**config.mk**
```make
export PLATFORM = sky130hd
export DESIGN_NAME = pc_fetch_sequencer_flat
export DESIGN_NICKNAME = d
export VERILOG_FILES = /design/src/rtl/pc_fetch_sequencer_if.sv /design/src/rtl/pc_fetch_sequencer.sv /design/src/flat_wrapper.sv
export SDC_FILE = /design/constraint.sdc
export NUM_CORES = 1
export LEC_CHECK = 0
export CAP_MARGIN = 20
export CORE_ASPECT_RATIO = 0.5
export CORE_MARGIN = 3
export CORE_UTILIZATION = 30
export DETAILED_ROUTE_END_ITERATION = 8
export HOLD_SLACK_MARGIN = 0.06
export REMOVE_ABC_BUFFERS = 1
export SLEW_MARGIN = 20
export SYNTH_ARGS = -nofsm -noshare
export SYNTH_HDL_FRONTEND = slang
export SYNTH_SLANG_ARGS = --single-unit
```
**constraint.sdc**
```tcl
create_clock -name clk -period 3.22 [get_ports clk]
set_clock_uncertainty 0.05 [all_clocks]
set_input_delay 0.322 -clock clk [delete_from_list [all_inputs] [get_ports clk]]
set_output_delay 0.322 -clock clk [all_outputs]
set_load 0.02 [all_outputs]
```
**src/rtl/pc_fetch_sequencer_if.sv**
```systemverilog
// Handshake bundle between the PC fetch sequencer and its hazard/branch and I-cache neighbours.
// The master side is the sequencer itself; the slave side is the surrounding pipeline.
interface pc_fetch_sequencer_if #(
  parameter int XLEN  = 32,
  parameter int CNT_W = 16
);
  logic             stall_i;
  logic             icache_ready_i;
  logic             redirect_valid_i;
  logic [XLEN-1:0]  redirect_tgt_i;
  logic             trap_valid_i;
  logic [XLEN-1:0]  pc_o;
  logic [XLEN-1:0]  pc_plus_inc_o;
  logic             fetch_req_o;
  logic             fetch_valid_o;
  logic             misalign_o;
  logic [CNT_W-1:0] stall_cnt_o;

  modport master (
    input  stall_i, icache_ready_i, redirect_valid_i, redirect_tgt_i, trap_valid_i,
    output pc_o, pc_plus_inc_o, fetch_req_o, fetch_valid_o, misalign_o, stall_cnt_o
  );

  modport slave (
    output stall_i, icache_ready_i, redirect_valid_i, redirect_tgt_i, trap_valid_i,
    input  pc_o, pc_plus_inc_o, fetch_req_o, fetch_valid_o, misalign_o, stall_cnt_o
  );
endinterface

```
**src/rtl/pc_fetch_sequencer.sv**
```systemverilog
// Registered program-counter sequencer: holds on stall/miss, applies redirects and traps,
// queues a redirect or trap that arrives mid-miss, and counts non-advancing fetch cycles.
module pc_fetch_sequencer #(
  parameter int              XLEN         = 32,
  parameter int              INC          = 4,
  parameter logic [XLEN-1:0] RESET_VECTOR = 32'h0000_0000,
  parameter logic [XLEN-1:0] TRAP_VECTOR  = 32'h0000_0100,
  parameter int              CNT_W        = 16
) (
  input  logic                 clk,
  input  logic                 rst_n,
  pc_fetch_sequencer_if.master bus
);

  localparam int ALIGN_W = $clog2(INC);

  localparam logic [0:0] S_RUN  = 1'b0;
  localparam logic [0:0] S_MISS = 1'b1;

  logic [0:0]       state_q, state_d;
  logic             req_en_q;
  logic [XLEN-1:0]  pc_q, pc_d;
  logic             pend_vld_q, pend_vld_d;
  logic             pend_trap_q, pend_trap_d;
  logic [XLEN-1:0]  pend_tgt_q, pend_tgt_d;
  logic             misalign_q;
  logic [CNT_W-1:0] stall_cnt_q;

  logic [XLEN-1:0]  pc_inc;
  logic [XLEN-1:0]  redir_aligned;
  logic             redir_low_set;
  logic             fetch_valid;
  logic             applied;
  logic             redir_used;

  assign pc_inc        = pc_q + XLEN'(INC);
  assign redir_aligned = {bus.redirect_tgt_i[XLEN-1:ALIGN_W], {ALIGN_W{1'b0}}};
  assign redir_low_set = |bus.redirect_tgt_i[ALIGN_W-1:0];

  always_comb begin
    // NOTE: every always_comb output gets a default first so no path leaves it unassigned (no latch).
    state_d     = state_q;
    pc_d        = pc_q;
    pend_vld_d  = pend_vld_q;
    pend_trap_d = pend_trap_q;
    pend_tgt_d  = pend_tgt_q;
    fetch_valid = 1'b0;
    applied     = 1'b0;
    redir_used  = 1'b0;

    if (req_en_q) begin
      case (state_q)
        S_RUN: begin
          if (bus.trap_valid_i) begin
            pc_d    = TRAP_VECTOR;
            applied = 1'b1;
          end else if (bus.redirect_valid_i) begin
            pc_d       = redir_aligned;
            applied    = 1'b1;
            redir_used = 1'b1;
          end else if (bus.icache_ready_i && !bus.stall_i) begin
            pc_d        = pc_inc;
            fetch_valid = 1'b1;
          end else if (!bus.icache_ready_i) begin
            state_d = S_MISS;
          end
        end

        S_MISS: begin
          if (bus.icache_ready_i) begin
            // Miss completes: a same-cycle event beats anything queued earlier.
            state_d     = S_RUN;
            pend_vld_d  = 1'b0;
            pend_trap_d = 1'b0;
            if (bus.trap_valid_i) begin
              pc_d    = TRAP_VECTOR;
              applied = 1'b1;
            end else if (bus.redirect_valid_i) begin
              pc_d       = redir_aligned;
              applied    = 1'b1;
              redir_used = 1'b1;
            end else if (pend_vld_q) begin
              pc_d    = pend_tgt_q;
              applied = 1'b1;
            end else if (!bus.stall_i) begin
              pc_d        = pc_inc;
              fetch_valid = 1'b1;
            end
          end else if (bus.trap_valid_i) begin
            pend_vld_d  = 1'b1;
            pend_trap_d = 1'b1;
            pend_tgt_d  = TRAP_VECTOR;
          end else if (bus.redirect_valid_i && !pend_trap_q) begin
            pend_vld_d = 1'b1;
            pend_tgt_d = redir_aligned;
            redir_used = 1'b1;
          end
        end

        default: state_d = S_RUN;
      endcase
    end
  end

  always_ff @(posedge clk or negedge rst_n) begin
    if (!rst_n) begin
      state_q     <= S_RUN;
      req_en_q    <= 1'b0;
      pc_q        <= RESET_VECTOR;
      pend_vld_q  <= 1'b0;
      pend_trap_q <= 1'b0;
      pend_tgt_q  <= '0;
      misalign_q  <= 1'b0;
      stall_cnt_q <= '0;
    end else begin
      // NOTE: sequential state uses non-blocking assignments so all registers update from pre-edge values.
      req_en_q    <= 1'b1;
      state_q     <= state_d;
      pc_q        <= pc_d;
      pend_vld_q  <= pend_vld_d;
      pend_trap_q <= pend_trap_d;
      pend_tgt_q  <= pend_tgt_d;
      misalign_q  <= redir_used && redir_low_set;
      if (req_en_q && !fetch_valid && !applied && !(&stall_cnt_q))
        stall_cnt_q <= stall_cnt_q + 1'b1;
    end
  end

  assign bus.pc_o          = pc_q;
  assign bus.pc_plus_inc_o = pc_inc;
  assign bus.fetch_req_o   = req_en_q;
  assign bus.fetch_valid_o = fetch_valid;
  assign bus.misalign_o    = misalign_q;
  assign bus.stall_cnt_o   = stall_cnt_q;

endmodule
```
**src/flat_wrapper.sv**
```systemverilog
// flat-port wrapper written by rule: the top's interface ports become plain ports
module pc_fetch_sequencer_flat 
#(
  parameter int              XLEN         = 32,
  parameter int              INC          = 4,
  parameter logic [XLEN-1:0] RESET_VECTOR = 32'h0000_0000,
  parameter logic [XLEN-1:0] TRAP_VECTOR  = 32'h0000_0100,
  parameter int              CNT_W        = 16
)
  (clk, rst_n, bus_stall_i, bus_icache_ready_i, bus_redirect_valid_i, bus_redirect_tgt_i, bus_trap_valid_i, bus_pc_o, bus_pc_plus_inc_o, bus_fetch_req_o, bus_fetch_valid_o, bus_misalign_o, bus_stall_cnt_o);
  pc_fetch_sequencer_if #(.XLEN(XLEN), .CNT_W(CNT_W)) bus_i ();
  input  logic clk;
  input  logic rst_n;
  input wire logic [$bits(bus_i.stall_i)-1:0] bus_stall_i;
  input wire logic [$bits(bus_i.icache_ready_i)-1:0] bus_icache_ready_i;
  input wire logic [$bits(bus_i.redirect_valid_i)-1:0] bus_redirect_valid_i;
  input wire logic [$bits(bus_i.redirect_tgt_i)-1:0] bus_redirect_tgt_i;
  input wire logic [$bits(bus_i.trap_valid_i)-1:0] bus_trap_valid_i;
  output wire logic [$bits(bus_i.pc_o)-1:0] bus_pc_o;
  output wire logic [$bits(bus_i.pc_plus_inc_o)-1:0] bus_pc_plus_inc_o;
  output wire logic [$bits(bus_i.fetch_req_o)-1:0] bus_fetch_req_o;
  output wire logic [$bits(bus_i.fetch_valid_o)-1:0] bus_fetch_valid_o;
  output wire logic [$bits(bus_i.misalign_o)-1:0] bus_misalign_o;
  output wire logic [$bits(bus_i.stall_cnt_o)-1:0] bus_stall_cnt_o;
  assign bus_i.stall_i = bus_stall_i;
  assign bus_i.icache_ready_i = bus_icache_ready_i;
  assign bus_i.redirect_valid_i = bus_redirect_valid_i;
  assign bus_i.redirect_tgt_i = bus_redirect_tgt_i;
  assign bus_i.trap_valid_i = bus_trap_valid_i;
  assign bus_pc_o = bus_i.pc_o;
  assign bus_pc_plus_inc_o = bus_i.pc_plus_inc_o;
  assign bus_fetch_req_o = bus_i.fetch_req_o;
  assign bus_fetch_valid_o = bus_i.fetch_valid_o;
  assign bus_misalign_o = bus_i.misalign_o;
  assign bus_stall_cnt_o = bus_i.stall_cnt_o;
  pc_fetch_sequencer #(.XLEN(XLEN), .INC(INC), .RESET_VECTOR(RESET_VECTOR), .TRAP_VECTOR(TRAP_VECTOR), .CNT_W(CNT_W)) u_core (.clk(clk), .rst_n(rst_n), .bus(bus_i));
endmodule
```
==> results.json <==
{
  "maxCapViolCount": 0,
  "whs_endpoint": "u_core.state_q",
  "hold_violations": 0,
  "final_antenna_net_count": 0,
  "antenna_found_initial": 0,
  "cts-root-buf": "clkbuf_16",
  "cts_tree": "built",
  "grt_max_degree": 48,
  "cp-start-kind": "flip-flop",
  "routed_wl_mm": 15.06,
  "clockBufferDepth": 2,
  "grt_usage": 0.1755,
  "ios": 121,
  "arrival_ps": 2740,
  "p_leak_nw": 2.705,
  "timing.rr.end": "u_core.bus.pc_o[30]",
  "synth_xor_area_frac": 0.07702,
  "crit_path_cell_trace": "ha_1 -> nand4_1 -> buf_4 -> buf_4 -> nor3_1 -> xor2_1 -> clkdlybuf4s50_1",
  "row_count": 31,
  "rrSetupSlack_ps": 1020,
  "htreeDepth": 3,
  "vias": 4537,
  "synth_mux_area_frac": 0.006550,
  "ys_seq_area_frac": 0.4244,
  "ys_types": 59,
  "core-area_um2": 15010,
  "multiInputGateArea_um2": 2562,
  "grt_pass1_wl_mm": 24.26,
  "layout-drive-gt1-share": 0.07820,
  "final_cell_area_um2": 6521,
  "rsz0062_at_grt": "no",
  "min_period_over_period": 0.9656,
  "dr.pass1.iters": 5,
  "cp-end-kind": "output port",
  "diodes": 0,
  "die_x_um": 184.4,
  "cpLargestDelayFamily": "buffers and inverters",
  "path_buf_inv": 3,
  "first_iter_violations": 349,
  "hold_path_class": "primary input to flip-flop",
  "worst_slack_ps": 110.7,
  "synth-compound-area-share": 0.2051,
  "cp_common_cell": "buf_4",
  "slowest_stage": "clkdlybuf4s50_1",
  "async_reset_ff_frac": 1.000,
  "fillers": 1451,
  "synth_flop_cell": "dfrtp_1",
  "maxSlewHeadroom": 0.4394,
  "powerDensity_nw_per_um2": 551.8,
  "placed_area_um2": 6140,
  "synth_seq_cells": 81,
  "min_from": "bus_redirect_valid_i",
  "final-max-slew-violation-count": 0,
  "synth_edf_count": 0,
  "die-area_um2": 17560,
  "tns_ps": 0,
  "yosysWarnings": 0,
  "fmax_ghz": 0.3216,
  "cp.required_ps": 2850,
  "cts_sinks": 81,
  "r2r_cells": 6,
  "holdPathStages": 4,
  "clkLatencyLatePin_ps": 340,
  "synth_cells": 546,
  "io_buffers": 116,
  "critPathMaxFanout": 8,
  "synth_top_family_by_area": "simple AND/OR/NAND/NOR gates",
  "synth_simple_gate_area_frac": 0.2305,
  "die_y_um": 95.22,
  "drc": 0,
  "outcome": "complete, no violations",
  "worst_pin_slew_ps": 840.9,
  "path_clk_slew_ps": 70,
  "post-place-ws_ps": 346.5,
  "syn_area_per_cell_um2": 8.747,
  "cts_buffers": 9,
  "first_global_vias": 4269,
  "vdd_drop_max_mv": 0.2728,
  "gp_congestion": 0.8297,
  "max_stage_delay_ps": 650,
  "synth_adder_area_share": 0.005240,
  "grt_overflow_total": 0,
  "avgViaCountPerCell": 5.257,
  "start_util": 0.3182,
  "netlist_area_um2": 4776,
  "rr_startpoint": "u_core.bus.fetch_req_o",
  "fin_crit_ps": 3109,
  "nets": 700,
  "hpwl_mm": 10.79,
  "crit_type": "flip-flop to output port",
  "setup_violations": 0,
  "avgRoutedWirePerCell_um": 17.46,
  "seqCellArea_um2": 2027,
  "area_growth_pct": 36.55
}
-- worst max-delay path by stage --
stage	from	to	slack, ps	cells past startpoint
finish	u_core.bus.pc_o[2]	bus_pc_plus_inc_o[12]	110	7
global route	u_core.bus.pc_o[2]	bus_pc_plus_inc_o[20]	20	7
CTS	u_core.bus.pc_o[2]	bus_pc_plus_inc_o[20]	-30	6
detailed placement	u_core.bus.pc_o[2]	bus_pc_plus_inc_o[20]	350	6
global placement	u_core.bus.pc_o[2]	bus_pc_plus_inc_o[20]	400	6
floorplan	u_core.state_q	u_core.bus.pc_o[13]	830	5
-- cell type report --
| cell class | instances | share of cell area |
|---|---|---|
| clock buffer | 9 | 0.03454 |
| timing repair buffer | 137 | 0.2015 |
| multi-input combinational | 413 | 0.3929 |
| tap | 198 | 0.03799 |
| inverter | 18 | 0.01036 |
| sequential | 81 | 0.3108 |
| clock inverter | 7 | 0.01190 |
-- cell usage in the layout (no fill, tap or decap), drive strengths merged, types with 20 or more instances in the layout --
cell type,instances
clkdlybuf4s50,114
nand2,82
dfrtp,81
o21ai,53
xnor2,32
nor2,28
nand3,27
buf,22
inv,21
a21oi,20
-- state kept, by name, indices dropped and copies added (netlist names) --
signal,flops
u_core.bus.fetch_req_o,1
u_core.pend_tgt_q,30
u_core.bus.stall_cnt_o,16
u_core.bus.pc_o,30
u_core.state_q,1
u_core.pend_trap_q,1
u_core.bus.misalign_o,1
u_core.pend_vld_q,1
-- cell usage after synthesis (all sizes together) (5+ instances only) --
master   n  area [um2]
inv     18       67.56
dfrtp   81        2027
a22o     5       43.79
and4    12       105.1
xnor2   32       280.3
nor2    28       107.6
a21oi   20       100.1
a32oi    6       52.55
o31ai   10       75.07
o311ai   5       43.79
nand3   27       135.1
clkbuf  24       91.33
nand2   82       307.8
nor3     7       40.04
o21ai   53       265.3
and3    11       68.82
xor2    10       87.58
buf     13       77.57
nand2b  13       81.33
a31oi    7       43.79
nand4   14       87.58
-- cells by family (layout without fill, tap and decap cells) --
family,after synthesis,after routing
flops,81,81
fa+ha+maj,2,2
compound gates,146,146
xor+xnor,42,42
other cells,2,5
mux,3,3
buf+inv,55,171
simple gates,215,215
-- power by group --
group,internal [mW],switching [mW],total [mW]
Sequential,1.20,0.223,1.43
Combinational,0.509,0.580,1.09
Clock,0.610,0.471,1.08
Total,2.32,1.27,3.60
-- repair_timing --
item,4_1_cts,5_1_grt
setup endpoints to repair,3,13
hold buffers,1,0
hold endpoints to repair,36,0
gates resized for setup,1,6
buffers inserted,1,3
pin swaps,0,2
-- stage by stage --
stage / hold slack (ps) / utilization / std cells / power [mW]
2_1_floorplan: -23.59 / - / 512 / 1.966
3_3_place_gp: 286.5 / 0.4090 / 842 / 2.517
3_5_place_dp: 291.0 / 0.4090 / 842 / 2.531
4_1_cts: 340.7 / 0.4307 / 860 / 3.619
5_1_grt: 387.1 / 0.4344 / 863 / 3.791
6_report: 360.2 / 0.4344 / 863 / 3.599
-- routing by layer --
layer | global-route usage | vias up | part of all wire
met4 | 0.04651 | 0 | 0.020
met2 | 0.2892 | 128 | 0.48
li1 | - | 2183 | -
met5 | 0 | - | 0
met1 | 0.2384 | 2203 | 0.46
met3 | 0.03354 | 23 | 0.044
-- worst min-delay path, stage by stage --
cell	delay [ps]
buf_2	130
nor2_1	70
a21oi_1	140
nor2_1	50
(Power assumes the default switching activity.)
